`config.mk`:
```
export PLATFORM = sky130hd
export DESIGN_NAME = rdma_pkt_classifier_flat
export DESIGN_NICKNAME = d
export VERILOG_FILES = /design/src/rtl/rdma_pkg.sv /design/src/rtl/rdma_pkt_classifier_if.sv /design/src/rtl/rdma_hdr_match.sv /design/src/rtl/rdma_pkt_classifier.sv /design/src/flat_wrapper.sv
export SDC_FILE = /design/constraint.sdc
export NUM_CORES = 1
export LEC_CHECK = 0
export BUFFER_PORTS_ARGS = -buffer_cell sky130_fd_sc_hd__buf_2
export CORE_AREA = 2 2 483 485
export CTS_BUF_LIST = sky130_fd_sc_hd__clkbuf_8
export DETAILED_ROUTE_END_ITERATION = 12
export DIE_AREA = 0 0 485 487
export PLACE_DENSITY = 0.3
export SKIP_LAST_GASP = 1
export SLEW_MARGIN = 15
export SYNTH_ARGS = -nofsm -noshare
export SYNTH_HDL_FRONTEND = slang
export SYNTH_SLANG_ARGS = --single-unit
```
`constraint.sdc`:
```
create_clock -name clk -period 34.1 [get_ports clk]
set_input_delay 5.115 -clock clk [delete_from_list [all_inputs] [get_ports clk]]
set_output_delay 5.115 -clock clk [all_outputs]
set_load 0.02 [all_outputs]
```
`src/rtl/rdma_pkg.sv`:
```
// Shared RDMA constants: header geometry, field offsets and classifier mode encodings.
// Imported by the RX classifier and any TX-side checker reusing rdma_hdr_match.
package rdma_pkg;

   localparam logic [15:0] RDMA_MAGIC    = 16'h0122;
   localparam int unsigned ETH_HDR_BYTES = 64;
   localparam int unsigned ETH_HDR_BITS  = ETH_HDR_BYTES * 8;
   localparam logic [7:0]  IP_PROTO_UDP  = 8'd17;

   // Byte offsets from the start of the Ethernet frame
   localparam int unsigned PROT_OFS      = 23;
   localparam int unsigned UDP_DPORT_OFS = 36;
   localparam int unsigned MAGIC_OFS     = 42;

   typedef enum logic [1:0] {
      ModeFilter     = 2'd0,
      ModePassAll    = 2'd1,
      ModeDropAll    = 2'd2,
      ModeFilterRsvd = 2'd3
   } mode_e;

   typedef enum logic [1:0] {
      StHdr,
      StFlush,
      StXfer,
      StDrop
   } state_e;

   // Reverse byte order so frame byte 0 lands in the MSBs (network order fields read MSB-first)
   function automatic logic [ETH_HDR_BITS-1:0] byte_swap_hdr(input logic [ETH_HDR_BITS-1:0] h);
      logic [ETH_HDR_BITS-1:0] s;
      for (int unsigned i = 0; i < ETH_HDR_BYTES; i++) begin
         s[ETH_HDR_BITS-1-8*i -: 8] = h[8*i +: 8];
      end
      return s;
   endfunction

endpackage

```
`src/rtl/rdma_pkt_classifier_if.sv`:
```
// AXI-Stream bundle used for the classifier's frame input and output.
interface rdma_axis_if #(
   parameter int unsigned DATA_WBITS = 512,
   parameter int unsigned DATA_WBYTS = DATA_WBITS / 8
);
   logic [DATA_WBITS-1:0] tdata;
   logic [DATA_WBYTS-1:0] tkeep;
   logic                  tvalid;
   logic                  tlast;
   logic                  tready;

   modport master (output tdata, tkeep, tvalid, tlast, input tready);
   modport slave  (input tdata, tkeep, tvalid, tlast, output tready);
endinterface

```
`src/rtl/rdma_hdr_match.sv`:
```
// Combinational RDMA header match: UDP, destination port in the list, and magic present.
// Takes the byte-swapped 64-byte header (frame byte 0 in the MSBs).
module rdma_hdr_match #(
   parameter int unsigned N_PORTS    = 2,
   parameter logic [15:0] RDMA_MAGIC = 16'h0122
) (
   input  logic [rdma_pkg::ETH_HDR_BITS-1:0] hdr_swapped_i,
   input  logic [N_PORTS*16-1:0]             ports_i,
   output logic                              is_rdma_o
);
   import rdma_pkg::*;

   localparam int unsigned ProtMsb  = ETH_HDR_BITS - 1 - 8 * PROT_OFS;
   localparam int unsigned DportMsb = ETH_HDR_BITS - 1 - 8 * UDP_DPORT_OFS;
   localparam int unsigned MagicMsb = ETH_HDR_BITS - 1 - 8 * MAGIC_OFS;

   logic [7:0]  prot;
   logic [15:0] dport;
   logic [15:0] magic;
   logic        port_hit;
   logic        unused_hdr;

   assign prot  = hdr_swapped_i[ProtMsb -: 8];
   assign dport = hdr_swapped_i[DportMsb -: 16];
   assign magic = hdr_swapped_i[MagicMsb -: 16];

   always_comb begin
      port_hit = 1'b0;
      for (int unsigned k = 0; k < N_PORTS; k++) begin
         if (ports_i[16*k +: 16] == dport) port_hit = 1'b1;
      end
   end

   assign is_rdma_o  = (prot == IP_PROTO_UDP) && port_hit && (magic == RDMA_MAGIC);
   assign unused_hdr = ^hdr_swapped_i;

endmodule

```
`src/rtl/rdma_pkt_classifier.sv`:
```
// Classifies RX Ethernet frames as RDMA and forwards only those; the 64-byte header
// (1 or 2 beats) is buffered so the decision is known before the first beat leaves.
module rdma_pkt_classifier #(
   parameter int unsigned           DATA_WBITS = 512,
   parameter int unsigned           DATA_WBYTS = DATA_WBITS / 8,
   parameter int unsigned           N_PORTS    = 2,
   parameter logic [N_PORTS*16-1:0] RDMA_PORTS = {16'd32002, 16'd11111},
   parameter logic [15:0]           RDMA_MAGIC = rdma_pkg::RDMA_MAGIC
) (
   input  logic        clk,
   input  logic        resetn,
   input  logic [1:0]  mode,
   input  logic        clear_counters,
   rdma_axis_if.slave  axis_in,
   rdma_axis_if.master axis_out,
   output logic [31:0] pass_count,
   output logic [31:0] drop_count
);
   import rdma_pkg::*;

   localparam int unsigned HDR_BEATS = ETH_HDR_BITS / DATA_WBITS;
   localparam int unsigned CntW      = (HDR_BEATS > 1) ? $clog2(HDR_BEATS) : 1;
   localparam int unsigned BufDepth  = 1 << CntW;
   localparam logic [CntW-1:0] LastBeat = CntW'(HDR_BEATS - 1);

   state_e                state_q, state_d;
   logic [CntW-1:0]       hdr_cnt_q, hdr_cnt_d;
   logic [CntW-1:0]       out_cnt_q, out_cnt_d;
   logic [DATA_WBITS-1:0] hdr_buf_q [BufDepth];
   logic [DATA_WBITS-1:0] hdr_buf_d [BufDepth];
   logic [DATA_WBYTS-1:0] keep_q, keep_d;
   logic                  last_in_hdr_q, last_in_hdr_d;
   logic [1:0]            mode_q, mode_d;
   logic [31:0]           pass_cnt_q, pass_cnt_d;
   logic [31:0]           drop_cnt_q, drop_cnt_d;

   logic [ETH_HDR_BITS-1:0] hdr_flat;
   logic [ETH_HDR_BITS-1:0] hdr_swapped;
   logic                    is_rdma;
   logic [1:0]              mode_eff;
   logic                    pass_dec;
   logic                    pass_inc, drop_inc;
   logic                    in_tready, out_tvalid, out_tlast;
   logic [DATA_WBITS-1:0]   out_tdata;
   logic [DATA_WBYTS-1:0]   out_tkeep;

   // Final header slot comes straight from the bus so the decision lands on that beat
   always_comb begin
      hdr_flat = '0;
      for (int unsigned b = 0; b < HDR_BEATS; b++) begin
         hdr_flat[b*DATA_WBITS +: DATA_WBITS] =
            (b == HDR_BEATS - 1) ? axis_in.tdata : hdr_buf_q[CntW'(b)];
      end
   end

   assign hdr_swapped = byte_swap_hdr(hdr_flat);

   rdma_hdr_match #(
      .N_PORTS    (N_PORTS),
      .RDMA_MAGIC (RDMA_MAGIC)
   ) u_hdr_match (
      .hdr_swapped_i (hdr_swapped),
      .ports_i       (RDMA_PORTS),
      .is_rdma_o     (is_rdma)
   );

   assign mode_eff = (hdr_cnt_q == '0) ? mode : mode_q;

   always_comb begin
      case (mode_eff)
         ModePassAll: pass_dec = 1'b1;
         ModeDropAll: pass_dec = 1'b0;
         default:     pass_dec = is_rdma;
      endcase
   end

   always_comb begin
      state_d       = state_q;
      hdr_cnt_d     = hdr_cnt_q;
      out_cnt_d     = out_cnt_q;
      hdr_buf_d     = hdr_buf_q;
      keep_d        = keep_q;
      last_in_hdr_d = last_in_hdr_q;
      mode_d        = mode_q;
      pass_inc      = 1'b0;
      drop_inc      = 1'b0;
      in_tready     = 1'b0;
      out_tvalid    = 1'b0;
      out_tdata     = hdr_buf_q[out_cnt_q];
      out_tkeep     = '1;
      out_tlast     = 1'b0;

      unique case (state_q)
         StHdr: begin
            in_tready = 1'b1;
            if (axis_in.tvalid) begin
               hdr_buf_d[hdr_cnt_q] = axis_in.tdata;
               if (hdr_cnt_q == '0) mode_d = mode;
               if (hdr_cnt_q == LastBeat) begin
                  hdr_cnt_d     = '0;
                  keep_d        = axis_in.tkeep;
                  last_in_hdr_d = axis_in.tlast;
                  if (pass_dec) begin
                     state_d   = StFlush;
                     out_cnt_d = '0;
                  end else begin
                     drop_inc = 1'b1;
                     state_d  = axis_in.tlast ? StHdr : StDrop;
                  end
               end else if (axis_in.tlast) begin
                  // Runt: frame ended before the header was complete
                  drop_inc  = 1'b1;
                  hdr_cnt_d = '0;
               end else begin
                  hdr_cnt_d = hdr_cnt_q + 1'b1;
               end
            end
         end
         StFlush: begin
            out_tvalid = 1'b1;
            if (out_cnt_q == LastBeat) begin
               out_tlast = last_in_hdr_q;
               if (last_in_hdr_q) out_tkeep = keep_q;
            end
            if (axis_out.tready) begin
               if (out_cnt_q == LastBeat) begin
                  pass_inc  = 1'b1;
                  out_cnt_d = '0;
                  state_d   = last_in_hdr_q ? StHdr : StXfer;
               end else begin
                  out_cnt_d = out_cnt_q + 1'b1;
               end
            end
         end
         StXfer: begin
            out_tvalid = axis_in.tvalid;
            out_tdata  = axis_in.tdata;
            out_tkeep  = axis_in.tkeep;
            out_tlast  = axis_in.tlast;
            in_tready  = axis_out.tready;
            if (axis_in.tvalid && axis_out.tready && axis_in.tlast) state_d = StHdr;
         end
         StDrop: begin
            in_tready = 1'b1;
            if (axis_in.tvalid && axis_in.tlast) state_d = StHdr;
         end
         default: state_d = StHdr;
      endcase
   end

   // Clear beats a simultaneous increment; both counters stick at all-ones
   always_comb begin
      pass_cnt_d = pass_cnt_q;
      drop_cnt_d = drop_cnt_q;
      if (clear_counters) begin
         pass_cnt_d = '0;
         drop_cnt_d = '0;
      end else begin
         if (pass_inc && (pass_cnt_q != '1)) pass_cnt_d = pass_cnt_q + 32'd1;
         if (drop_inc && (drop_cnt_q != '1)) drop_cnt_d = drop_cnt_q + 32'd1;
      end
   end

   always_ff @(posedge clk) begin
      if (!resetn) begin
         state_q       <= StHdr;
         hdr_cnt_q     <= '0;
         out_cnt_q     <= '0;
         last_in_hdr_q <= 1'b0;
         mode_q        <= '0;
         pass_cnt_q    <= '0;
         drop_cnt_q    <= '0;
      end else begin
         state_q       <= state_d;
         hdr_cnt_q     <= hdr_cnt_d;
         out_cnt_q     <= out_cnt_d;
         last_in_hdr_q <= last_in_hdr_d;
         mode_q        <= mode_d;
         pass_cnt_q    <= pass_cnt_d;
         drop_cnt_q    <= drop_cnt_d;
      end
   end

   always_ff @(posedge clk) begin
      hdr_buf_q <= hdr_buf_d;
      keep_q    <= keep_d;
   end

   assign axis_in.tready  = in_tready & resetn;
   assign axis_out.tvalid = out_tvalid & resetn;
   assign axis_out.tdata  = out_tdata;
   assign axis_out.tkeep  = out_tkeep;
   assign axis_out.tlast  = out_tlast;
   assign pass_count      = pass_cnt_q;
   assign drop_count      = drop_cnt_q;

endmodule

```
`src/flat_wrapper.sv`:
```
// flat-port wrapper written by rule: the top's interface ports become plain ports
module rdma_pkt_classifier_flat import rdma_pkg::*;
#(
   parameter int unsigned           DATA_WBITS = 512,
   parameter int unsigned           DATA_WBYTS = DATA_WBITS / 8,
   parameter int unsigned           N_PORTS    = 2,
   parameter logic [N_PORTS*16-1:0] RDMA_PORTS = {16'd32002, 16'd11111},
   parameter logic [15:0]           RDMA_MAGIC = rdma_pkg::RDMA_MAGIC
)
  (clk, resetn, mode, clear_counters, pass_count, drop_count, axis_in_tdata, axis_in_tkeep, axis_in_tvalid, axis_in_tlast, axis_in_tready, axis_out_tdata, axis_out_tkeep, axis_out_tvalid, axis_out_tlast, axis_out_tready);
  rdma_axis_if #(.DATA_WBITS(DATA_WBITS), .DATA_WBYTS(DATA_WBYTS)) axis_in_i ();
  rdma_axis_if #(.DATA_WBITS(DATA_WBITS), .DATA_WBYTS(DATA_WBYTS)) axis_out_i ();
  input  logic clk;
  input  logic resetn;
  input  logic [1:0] mode;
  input  logic clear_counters;
  output logic [31:0] pass_count;
  output logic [31:0] drop_count;
  input wire logic [$bits(axis_in_i.tdata)-1:0] axis_in_tdata;
  input wire logic [$bits(axis_in_i.tkeep)-1:0] axis_in_tkeep;
  input wire logic [$bits(axis_in_i.tvalid)-1:0] axis_in_tvalid;
  input wire logic [$bits(axis_in_i.tlast)-1:0] axis_in_tlast;
  output wire logic [$bits(axis_in_i.tready)-1:0] axis_in_tready;
  output wire logic [$bits(axis_out_i.tdata)-1:0] axis_out_tdata;
  output wire logic [$bits(axis_out_i.tkeep)-1:0] axis_out_tkeep;
  output wire logic [$bits(axis_out_i.tvalid)-1:0] axis_out_tvalid;
  output wire logic [$bits(axis_out_i.tlast)-1:0] axis_out_tlast;
  input wire logic [$bits(axis_out_i.tready)-1:0] axis_out_tready;
  assign axis_in_i.tdata = axis_in_tdata;
  assign axis_in_i.tkeep = axis_in_tkeep;
  assign axis_in_i.tvalid = axis_in_tvalid;
  assign axis_in_i.tlast = axis_in_tlast;
  assign axis_in_tready = axis_in_i.tready;
  assign axis_out_tdata = axis_out_i.tdata;
  assign axis_out_tkeep = axis_out_i.tkeep;
  assign axis_out_tvalid = axis_out_i.tvalid;
  assign axis_out_tlast = axis_out_i.tlast;
  assign axis_out_i.tready = axis_out_tready;
  rdma_pkt_classifier #(.DATA_WBITS(DATA_WBITS), .DATA_WBYTS(DATA_WBYTS), .N_PORTS(N_PORTS), .RDMA_PORTS(RDMA_PORTS), .RDMA_MAGIC(RDMA_MAGIC)) u_core (.clk(clk), .resetn(resetn), .mode(mode), .clear_counters(clear_counters), .axis_in(axis_in_i), .axis_out(axis_out_i), .pass_count(pass_count), .drop_count(drop_count));
endmodule
```
==> results.yml <==
critical_path:
  crit_arrival_ns: 6.35
  critPathMaxStageDelay_ns: 0.61
  worstPathRequired_ns: 28.98
  startpoint_type: "input port"
  critPathCaptureType: "output pin"
  crit_slowest_cell: "a211oi_1"
  worstSetupPathType: "input port to output pin"
  path_max_fanout: 7
  crit_chain: "buf_2 -> inv_1 -> a211oi_1 -> buf_2"
  worstReg2RegStart: "u_core.state_q[0]"
  crit_path_frequent_cell: "buf_2"
  worst_path_dominant_cell_family: "buffers and inverters"
  critPathLaunch: "resetn"
  cp_num_buf_inv: 3
yosys:
  synth-main-ff-cell: "edfxtp_1"
  synth-xor-area-share_pct: 0.847
  synth_top_area_share_pct: 62.0
  netlist_area_um2: 27900
  synth_top_family_by_area: "multiplexers"
  ys_seq_elements: 646
  syn_avg_cell_area_um2: 16.4
  synth_async_sr_flop_share_pct: 0
  synthAdderAreaFrac_pct: 0.314
  synth-edff-count: 576
  synth_fp_nets: 2293
  synth-compound-area-share_pct: 4.42
  yosys.area.top_type: "edfxtp_1"
  yosys.area_share.simple_pct: 5.01
  syn-instance-count: 1702
  synth_cell_type_count: 53
  yosysWarnings: 0
  ys_seq_area_share_pct: 67.0
  ys_top_cells_by_area: "edfxtp_1, mux2_2, dfxtp_1"
  synth_mux_area_share_pct: 20.8
floorplanning:
  initial_utilization_pct: 12.1
  io-pin-count: 1227
  die_x_um: 485
  core.rowCount: 177
  core_um2: 231000
  die_area_um2: 236000
  die_h_um: 487
power_and_ir_drop:
  powerDensity_nw_per_um2: 94.7
  p_leak_nw: 15.2
  ir_drop_mv: 0.0749
  p_total_mw: 3.82
placed_design:
  port_buffers: 1226
  place.gp.congestion: 0.790
  dpl.cell_count: 5890
  dp_hpwl_um: 122000
  place_worst_setup_slack_ns: 22.46
cells_and_area:
  drive_above_1_share_pct: 63.2
  areaGrowthSynthToFinish_pct: 44.6
  nFillCells: 25634
  nets: 3583
  regArea_um2: 18700
  fin_cells: 6174
  post-route-util_pct: 17.4
  multi_input_comb_area_um2: 8820
status:
  status: "completed"
drt:
  first_pass_iters: 5
  drt_iter0_markers: 1018
  wirelength_um: 156000
  ant_nets: 0
  drc: 0
  wire_per_inst_um: 25.2
  num_vias: 21596
  viasPerCell: 3.50
global_routing:
  antenna_found_initial: 171
  grt_pass1_vias: 21596
  grt_util_all_layers_pct: 12.6
  grt_pass1_wl_um: 203000
  grt_remaining_overflow: 0
  grt_max_degree: 134
clock_network:
  cts.htree.levels: 4
  cts_num_sinks: 646
  cts_buffer_depth: 3
  cts_resized: 0
  root_buffer: "clkbuf_8"
  cts_buffers: 143
  post-cts-setup-buffers: 0
  tritoncts: "yes"
  clock_latency_ns: 0.88
  holdBufCountCts: 0
  clkTransAtPathRegs_ns: 0.05
min_path:
  min_from: "u_core.mode_q[0]"
  hold_class: "flip-flop to flip-flop"
sta:
  finalHoldViolCount: 0
  fin_ws_ns: 22.64
  fmax_ghz: 0.0872
  finalSetupViolations: 0
  fin_skew_ns: 0.0333
  period_share_pct: 33.6
  tns_ns: 0
  rsz0062_at_grt: "false"
  drv_slew: 0
  min_period_ns: 11.46
  maxSlewHeadroom_pct: 27.1
  worstMarginPinSlew_ns: 1.09
job:
  cap_violations: 0
-- final timing paths --
path | endpoint | slack [ns] | depth (start not counted)
worst max-delay path | axis_in_tready | 22.64 | 4
worst min-delay path | u_core.mode_q[0] | 0.50 | 2
worst max register to register | u_core.hdr_buf_q[550] | 29.11 | 8
worst min register to register | u_core.mode_q[0] | 0.50 | 2
-- cell type report --
class,count,area share (%)
Timing Repair Buffer,1251,15.7
Inverter,6,0.0558
Clock buffer,147,5.01
Antenna cell,35,0.217
Clock inverter,102,1.43
Sequential cell,646,46.3
Multi-Input combinational cell,944,21.8
Tap cell,3043,9.43
-- cell usage after synthesis, types with 14 or more instances --
cell,n
mux2_2,513
or4_1,23
nand4_1,26
a221o_1,64
dfxtp_1,70
nor2_1,49
clkbuf_1,96
o31ai_1,20
nand3_1,30
a21oi_1,36
xnor2_1,14
and3_1,18
nand2_1,30
edfxtp_1,576
-- worst min-delay path, delay by kind of cell, from the launching register on --
family | cells | cell delay [ns]
DFF | 1 | 0.30
and+or+nand+nor | 2 | 0.14
-- power breakdown --
group          leakage (nW)  internal (mW)  switching (mW)
sequential             6.05           1.09          0.0374
combinational          7.69          0.606            1.25
clock                  1.49          0.425           0.419
total                  15.2           2.12            1.71
-- sequential cells by signal (all words and copies together) (netlist names) --
signal                cells
u_core.hdr_buf_q        512
u_core.keep_q            64
u_core.drop_count        32
u_core.pass_count        32
u_core.mode_q             2
u_core.state_q            2
u_core.hdr_cnt_q          1
u_core.last_in_hdr_q      1
-- cells in the final DEF, fill, tap and decap left out, types with 5 or more instances in the layout --
cell,synthesis,layout
and3_1,18,18
a221o_1,64,64
and2_1,8,8
nand4_1,26,26
buf_2,3,1226
xnor2_1,14,14
and4_1,10,10
o21ai_0,13,13
nor3_1,10,10
edfxtp_1,576,576
clkinv_1,0,32
ha_1,7,5
inv_1,6,51
or4_1,23,23
dfxtp_1,70,70
nor2_1,49,46
diode_2,0,35
buf_4,1,24
or3_1,8,8
clkbuf_8,0,147
clkinv_2,0,9
nand3_1,30,30
xor2_1,13,13
nor4b_1,6,6
inv_8,0,5
nand2_1,30,30
a21oi_1,36,36
o31ai_1,20,20
mux2_2,513,513
-- stage by stage --
stage	area, µm²	hold slack [ns]
after floorplan	27900	0.471
after global placement	37700	0.482
after detailed placement	37700	0.485
after CTS	40300	0.495
after global routing	40300	0.512
final	40400	0.499
-- kinds of logic (layout without fill, tap and decap cells) --
logic type | count (synthesis) | count (layout)
and+or+nand+nor | 241 | 241
adders and majority gates | 7 | 7
muxes | 515 | 515
AOI/OAI and AO/OA | 154 | 154
other | 0 | 35
DFF | 646 | 646
buffers and inverters | 112 | 1506
xor gates and xnor gates | 27 | 27
-- metal layers --
layer  vias up  part of all wire [%]  global-route usage, %
met4       124                   2.3                   2.69
met5         -                  0.51                      0
met3       388                    13                   7.85
li1       9443                     -                      -
met1     10554                    37                   13.4
met2      1087                    47                   21.0
(Power assumes the default switching activity.)
